**src/rtl/arith_pkg.sv**
```systemverilog
// Shared encodings for the sequential arithmetic unit: operation codes and FSM states.
package arith_pkg;

  localparam logic [1:0] OP_ADD = 2'b00;
  localparam logic [1:0] OP_SUB = 2'b01;
  localparam logic [1:0] OP_B2A = 2'b10;
  localparam logic [1:0] OP_MUL = 2'b11;

  localparam logic [1:0] S_IDLE = 2'd0;
  localparam logic [1:0] S_CALC = 2'd1;
  localparam logic [1:0] S_MUL  = 2'd2;

endpackage

```
**src/rtl/addsub_n.sv**
```systemverilog
// Parametrised ripple-carry adder/subtractor: sub inverts y and feeds the carry-in,
// so sum = x + ~y + 1 when sub=1 and cout is the no-borrow flag.
module addsub_n #(
  parameter int WIDTH = 16
) (
  input  logic [WIDTH-1:0] x,
  input  logic [WIDTH-1:0] y,
  input  logic             sub,
  output logic [WIDTH-1:0] sum,
  output logic             cout
);

  logic [WIDTH-1:0] y_eff;
  logic             c;

  assign y_eff = y ^ {WIDTH{sub}};

  always_comb begin
    sum = '0;
    c   = sub;
    for (int i = 0; i < WIDTH; i++) begin
      sum[i] = x[i] ^ y_eff[i] ^ c;
      c      = (x[i] & y_eff[i]) | (c & (x[i] ^ y_eff[i]));
    end
  end

  assign cout = c;

endmodule

```
**src/rtl/seq_arith_unit.sv**
```systemverilog
// Sequential arithmetic unit: single-cycle add/sub/B-2A and a WIDTH-cycle shift-add
// multiplier, all sharing one addsub_n. Handshake: accept = start & ~busy at a rising
// edge; done pulses for one cycle with busy=0 and result/flags then hold until the next done.
module seq_arith_unit
  import arith_pkg::*;
#(
  parameter int WIDTH = 16
) (
  input  logic               clock,
  input  logic               reset,
  input  logic               start,
  input  logic [1:0]         op,
  input  logic [WIDTH-1:0]   a,
  input  logic [WIDTH-1:0]   b,
  output logic               busy,
  output logic               done,
  output logic [2*WIDTH-1:0] result,
  output logic               carryOut,
  output logic               overflow,
  output logic [1:0]         state_dbg
);

  localparam int CW = $clog2(WIDTH);

  logic [1:0]         state;
  logic [1:0]         op_r;
  logic [WIDTH-1:0]   a_r;
  logic [WIDTH-1:0]   b_r;
  logic [2*WIDTH-1:0] p;
  logic [CW-1:0]      count;

  logic [WIDTH-1:0]   add_x;
  logic [WIDTH-1:0]   add_y;
  logic               add_sub;
  logic [WIDTH-1:0]   add_sum;
  logic               add_cout;
  logic [2*WIDTH-1:0] p_next;

  // In MUL the adder accumulates the multiplicand into the upper half of p;
  // otherwise it evaluates the latched add/sub operation.
  always_comb begin
    add_x   = a_r;
    add_y   = b_r;
    add_sub = 1'b0;
    if (state == S_MUL) begin
      add_x = p[2*WIDTH-1:WIDTH];
      add_y = p[0] ? a_r : '0;
    end else begin
      case (op_r)
        OP_SUB: add_sub = 1'b1;
        OP_B2A: begin
          add_x   = b_r;
          add_y   = {a_r[WIDTH-2:0], 1'b0};
          add_sub = 1'b1;
        end
        default: ;
      endcase
    end
  end

  addsub_n #(.WIDTH(WIDTH)) u_addsub (
    .x    (add_x),
    .y    (add_y),
    .sub  (add_sub),
    .sum  (add_sum),
    .cout (add_cout)
  );

  // Multiplier bits live in the low half of p and are consumed LSB first.
  assign p_next = {add_cout, add_sum, p[WIDTH-1:1]};

  always_ff @(posedge clock) begin
    if (reset) begin
      state    <= S_IDLE;
      op_r     <= '0;
      a_r      <= '0;
      b_r      <= '0;
      p        <= '0;
      count    <= '0;
      done     <= 1'b0;
      result   <= '0;
      carryOut <= 1'b0;
      overflow <= 1'b0;
    end else begin
      done <= 1'b0;
      case (state)
        S_IDLE: begin
          if (start) begin
            a_r   <= a;
            b_r   <= b;
            op_r  <= op;
            count <= '0;
            p     <= {{WIDTH{1'b0}}, b};
            state <= (op == OP_MUL) ? S_MUL : S_CALC;
          end
        end
        S_CALC: begin
          result   <= {{WIDTH{1'b0}}, add_sum};
          carryOut <= add_cout;
          overflow <= 1'b0;
          done     <= 1'b1;
          state    <= S_IDLE;
        end
        S_MUL: begin
          p     <= p_next;
          count <= count + CW'(1);
          if (count == CW'(WIDTH - 1)) begin
            result   <= p_next;
            carryOut <= 1'b0;
            overflow <= |p_next[2*WIDTH-1:WIDTH];
            done     <= 1'b1;
            state    <= S_IDLE;
          end
        end
        default: state <= S_IDLE;
      endcase
    end
  end

  assign busy      = (state != S_IDLE);
  assign state_dbg = state;

endmodule

```
**config.mk**
```make
export PLATFORM = sky130hd
export DESIGN_NAME = seq_arith_unit
export DESIGN_NICKNAME = d
export VERILOG_FILES = /design/src/rtl/arith_pkg.sv /design/src/rtl/addsub_n.sv /design/src/rtl/seq_arith_unit.sv
export SDC_FILE = /design/constraint.sdc
export NUM_CORES = 1
export LEC_CHECK = 0
export CAP_MARGIN = 20
export CORE_MARGIN = 3
export CORE_UTILIZATION = 44
export DETAILED_ROUTE_END_ITERATION = 10
export PLACE_DENSITY = 0.71
export RECOVER_POWER = 50
export SYNTH_ARGS = -nofsm -noshare
export SYNTH_HDL_FRONTEND = slang
export SYNTH_HIERARCHICAL = 1
export SYNTH_SLANG_ARGS = --single-unit
export TNS_END_PERCENT = 30
```
**constraint.sdc**
```tcl
create_clock -name clock -period 20.1 [get_ports clock]
set_input_delay 5.025 -clock clock [delete_from_list [all_inputs] [get_ports clock]]
set_output_delay 5.025 -clock clock [all_outputs]
set_load 0.01 [all_outputs]
```
# Word-level counts from Yosys, hierarchy flattened
# Index checks and enable logic that the tools add are counted.
[op_classes] addsub=1 eq_ne=8 n_mux=23 bitwise_logic=81 n_reduce_logical=10
[ops] operator="case mux 32 bit (2 select lines)" n=2
[ops] operator="two-way mux 16 bit" n=5
[ops] operator="two-way mux 32 bit" n=2
[ops] operator="bitwise AND 1 bit" n=32
[ops] operator="XOR 1 bit" n=32
[ops] operator="OR 1 bit" n=16
[ops] operator="OR reduction 16 bit" n=1
[ops] operator="XOR 16 bit" n=1
[ops] operator="case mux 4 bit (2 select lines)" n=1
[ops] operator="AND reduction 2 bit" n=4
[ops] operator="equality test 2 bit (second input constant)" n=3
[ops] operator="two-way mux 2 bit" n=3
[ops] operator="case mux 1 bit (2 select lines)" n=3
[ops] operator="nonzero test 2 bit" n=3
[ops] operator="two-way mux 1 bit" n=5
[ops] operator="adder 4 x 1 -> 4 bit (second input constant)" n=1
[ops] operator="equality test 2 x 1 -> 1 bit (second input constant)" n=2
[ops] operator="equality test 4 bit (second input constant)" n=1
[ops] operator="two-way mux 4 bit" n=1
[ops] operator="case mux 2 bit (2 select lines)" n=1
[ops] operator="logical NOT 2 bit" n=1
[ops] operator="!= test 2 x 1 -> 1 bit (second input constant)" n=1
[ops] operator="!= test 2 bit (second input constant)" n=1
[ops] operator="OR reduction 2 bit" n=1
[word_totals] reg_bits=107 in_bits=37 output_inout_bits=38 wordCells=133

# Longest topological paths before layout
[logic_depth] word_depth=41 depth_mapped=29 depth_no_buf=25

# Modules after synthesis
# Netlist, hierarchy kept.
[modules_own_cells] module="seq_arith_unit" n_inst=1 cells_per_inst=549 area_per_inst_um2=4702.0 seq_area_each_um2=2142.1
[modules_own_cells] module="addsub_n" n_inst=1 cells_per_inst=62 area_per_inst_um2=595.6 seq_area_each_um2=0.0

# Least setup slack after synthesis
# No wires, ideal clock.
[synth_timing] kind="flip-flop to flip-flop" start="reg state[0] (netlist: state_dbg[0])" end="reg overflow" setup_ns=0.117 arrival_time_ns=7.954 required_time_ns=19.983 slack_ns=12.029 stages_incl_launch_ff=30 n_path_buf=5 period_less_slack_ns=8.071 cell_sequence="dfxtp_1 > inv_1 > ha_1 > buf_4 > buf_2 > buf_1 > nor2_1 > buf_6 > buf_12 > xor2_2 > fa_1 > inv_1 > fa_1 > fa_1 > fa_1 > fa_1 > fa_1 > fa_1 > fa_1 > fa_1 > fa_1 > fa_1 > fa_1 > fa_1 > fa_1 > inv_1 > fa_1 > nor4_1 > nand4_1 > a22o_1"
[synth_between] word_cells_on_any_way=91 cone_classes="eq/ne (3); mux (5); bitwise (80); reduce/logical (3)"
[synth_lines] item="start, declared" line_no="seq_arith_unit.sv:25" rtl="logic [1:0] state;"
[synth_lines] item="start signal, assigned" line_no="seq_arith_unit.sv:94" rtl="state <= (op == OP_MUL) ? S_MUL : S_CALC;"
[synth_lines] item="equality test 2 bit *" line_no="seq_arith_unit.sv:45" rtl="if (state == S_MUL) begin"
[synth_lines] item="two-way mux 1 bit *" line_no="seq_arith_unit.sv:45"
[synth_lines] item="named net add_sub" line_no="seq_arith_unit.sv:34" rtl="logic add_sub;"
[synth_lines] item="XOR 16 bit" line_no="addsub_n.sv:16" rtl="assign y_eff = y ^ {WIDTH{sub}};"
[synth_lines] item="XOR 1 bit" line_no="addsub_n.sv:23" rtl="c = (x[i] & y_eff[i]) | (c & (x[i] ^ y_eff[i]));"
[synth_lines] item="bitwise AND 1 bit" line_no="addsub_n.sv:23"
[synth_lines] item="OR 1 bit" line_no="addsub_n.sv:23"
[synth_lines] item="bitwise AND 1 bit" line_no="addsub_n.sv:23"
[synth_lines] item="(+24 left out)"
[synth_lines] item="OR 1 bit" line_no="addsub_n.sv:23"
[synth_lines] item="bitwise AND 1 bit" line_no="addsub_n.sv:23"
[synth_lines] item="OR 1 bit" line_no="addsub_n.sv:23"
[synth_lines] item="XOR 1 bit *" line_no="addsub_n.sv:22" rtl="sum[i] = x[i] ^ y_eff[i] ^ c;"
[synth_lines] item="named net add_sum[15]" line_no="seq_arith_unit.sv:35" rtl="logic [WIDTH-1:0] add_sum;"
[synth_lines] item="OR reduction 16 bit *" line_no="seq_arith_unit.sv:110" rtl="overflow <= |p_next[2*WIDTH-1:WIDTH];"
[synth_lines] item="two-way mux 1 bit *" line_no="seq_arith_unit.sv:107" rtl="if (count == CW'(WIDTH - 1)) begin"
[synth_lines] item="case mux 1 bit (2 select lines) *" line_no="seq_arith_unit.sv:86" rtl="case (state)"
[synth_lines] item="end signal, assigned" line_no="seq_arith_unit.sv:110"
[synth_lines] item="end, declared" line_no="seq_arith_unit.sv:19" rtl="output logic overflow,"
# The timed path passes the listed nets; every way through them passes the cells marked *. The select of a mux whose other input is x is not followed.
# A chain may end at the register's enable or synchronous reset.

==> results.yml <==
yosys:
  ys_seq_elements: 107
  syn-cell-area_um2: 5300
  synth_top_area_cell: "dfxtp_1"
  synth_area_leaders: "dfxtp_1 (40%), mux2i_1 (9.3%), nand2_1 (6.1%)"
  postSynthCellCount: 611
  synth_ff_type: "dfxtp_1"
  synth_edf_count: 0
  seq_area_frac_synth_pct: 40.4
  yosys_warnings: 6
  syn-num-nets: 668
  ys_async_sr_fraction_pct: 0
  yosysTopAreaCellShare_pct: 40.4
  synth_area_per_cell_um2: 8.67
  yosysUniqueCellTypes: 37
cts:
  htree_levels: 3
  clk_latency_ns: 0.35
  cts_tree: "yes"
  clkSlewWorstSetupHoldPaths_ns: 0.08
  cts_inserted_buffers: 9
  cts_resized: 0
  clockRootBuffer: "clkbuf_16"
  postCtsSetupBuffers: 0
  cts_buffer_depth: 2
  cts_hold_buf: 0
  cts.sinks: 107
drt:
  first_pass_iters: 7
  avgRoutedWirePerCell_um: 15.7
  drt-vias-per-instance: 5.46
  postRouteAntennaNets: 0
  vias: 4387
  drc_errors: 0
  first_iter_violations: 299
  wl_um: 12600
place:
  dp_hpwl_um: 9000
  placed_cell_area_um2: 6000
  routabilityCongestion: 0.835
  io_buffers: 74
setup_path:
  rrSetupSlack_ns: 11.59
  crit_arrival_ns: 9.22
  crit_type: "input port to flip-flop"
  reg2reg_depth: 26
  crit_path_max_incr_delay_ns: 2.82
  path_max_fanout: 92
  cp_slowest_cell: "clkbuf_1"
  startpoint_type: "input port"
  cp_cell_sequence: "buf_2 > clkbuf_1 > nor2_2 > a22o_1"
  critPathRequiredTime_ns: 20.34
  setup.worst_path.end_class: "flip-flop"
  rr_endpoint: "overflow"
  r2r_start: "state_dbg[0]"
sta:
  rsz0062_at_grt: "false"
  setup_viol: 0
  period_needed_ns: 8.98
  max_slew_margin_pct: -169
  tightest_slew_ns: 4.04
  slew_viol_final: 93
  fin_crit_sh_pct: 44.7
  finalHoldViolations: 0
  skew_ns: 0.0128
  clock.fmax_ghz: 0.111
  tns_ns: 0
power_and_ir_drop:
  powerDensity_nw_per_um2: 89.9
  totalPowerFinal_mw: 0.569
  cellLeakagePower_nw: 2.29
  p_int_mw: 0.379
  p_switching_mw: 0.190
  p_seq_share_pct: 42.3
  clockPowerShare_pct: 31.2
  switching_share_pct: 33.3
  pwr-share-comb_pct: 26.4
  irDropWorstVdd_uv: 38.0
global_routing:
  grt_max_degree: 93
  track_usage_pct: 19.3
  antenna_found_initial: 0
  grt_overflow: 0
  grt_pass1_wl_um: 21100
  grt_pass1_vias: 4258
min_path:
  hp-start: "op_r[0]"
  holdPathEnd: "op_r[0]"
  min_path_type: "flip-flop to flip-flop"
  hold_path_depth: 2
cells_and_area:
  final_cell_mix: "dfxtp_1 (107), nand2_1 (86), nor2_1 (53), mux2i_1 (49), clkdlybuf4s50_1 (49)"
  area_delta_synth_final_pct: 19.4
  layout-drive-gt1-share_pct: 4.99
  stdcell_area_um2: 6330
  antenna_cells: 0
  final_common_cell: "dfxtp_1"
  fin_nets: 713
floorplanning:
  die_area_um2: 13400
  start_util_pct: 45.6
  core_um2: 11600
  die_h_um: 116
  num_rows: 39
  io_pins: 75
  die_w_um: 116
outcome:
  status: "finished with violations"
  failed_checks: "capacitance limit, slew limit"
run:
  cap_violations: 1
-- worst max-delay path: cells and delay by family --
family / cells / cell delay [ns]
AO/OA/AOI/OAI: 1 / 0.49
AND/OR/NAND/NOR: 1 / 0.76
buffers and inverters: 2 / 2.89
-- cell type report --
class / instances / area [um^2]
timing repair buffer: 81 / 805
multi-input combinational: 425 / 2780
fill: 1042 / 5290
clock buffer: 10 / 239
sequential: 107 / 2140
tap: 143 / 179
inverter: 32 / 120
clock inverter: 6 / 65.1
-- worst max-delay path by stage --
| stage | endpoint | cells after the start | from |
|---|---|---|---|
| 3_3_place_gp | overflow | 25 | state_dbg[0] |
| 5_1_grt | result[22] | 4 | reset |
| 2_1_floorplan | overflow | 29 | state_dbg[0] |
| 4_1_cts | overflow | 25 | state_dbg[0] |
| 6_report | result[25] | 4 | reset |
| 3_5_place_dp | overflow | 25 | state_dbg[0] |
-- sequential cells by signal, indices dropped and copies added, names as in the netlist --
register	flops
a_r	16
op_r	2
result	32
done	1
state_dbg	2
count	4
b_r	16
overflow	1
carryOut	1
p	32
-- power by group through the flow --
stage | registers, mW | clock network [mW] | logic [mW]
after floorplan | 0.244 | 0 | 0.105
final | 0.241 | 0.178 | 0.150
after global routing | 0.243 | 0.188 | 0.168
after detailed placement | 0.246 | 0 | 0.149
after global placement | 0.245 | 0 | 0.146
after CTS | 0.241 | 0.179 | 0.150
-- Yosys cell counts (5+ instances only) --
master and number:
dfxtp_1 107, a22oi_1 17, a211oi_1 16, fa_1 15
inv_1 32, mux2i_1 49, o22ai_1 16, nor3_1 17
nand3_1 18, o21ai_0 33, buf_2 16, ha_1 5
buf_4 5, clkbuf_1 17, a21oi_1 39, nand2_1 86
nor2_1 53, xnor2_1 13, a22o_1 17
-- through the flow --
| step | util [%] | std cells | worst slack, ns | hold WS (ns) |
|---|---|---|---|---|
| detailed placement | 51.6 | 787 | 11.63 | 0.455 |
| floorplan | - | 611 | 12.03 | 0.436 |
| CTS | 54.3 | 803 | 11.62 | 0.466 |
| global placement | 51.6 | 786 | 11.74 | 0.449 |
| global route | 54.5 | 804 | 10.70 | 0.486 |
| finish | 54.5 | 804 | 11.12 | 0.463 |
-- logic make-up (layout without fill, tap and decap cells) --
| kind of cell | Yosys count | in the layout | synth area share [%] |
|---|---|---|---|
| and+or+nand+nor | 197 | 197 | 16.2 |
| AOI/OAI and AO/OA | 140 | 140 | 16.7 |
| DFF | 107 | 107 | 40.4 |
| buffers and inverters | 79 | 129 | 7.20 |
| muxes | 51 | 51 | 9.68 |
| adders and majority gates | 20 | 20 | 6.85 |
| xor gates and xnor gates | 17 | 17 | 2.95 |
-- layer usage --
layer | vias up | wire length (um) | track usage [%]
met5 | - | 0 | 0
met4 | 0 | 133 | 4.33
met3 | 9 | 953 | 3.55
met2 | 176 | 5450 | 28.9
met1 | 2013 | 6070 | 29.1
li1 | 2189 | - | -
(Power assumes the default switching activity.)
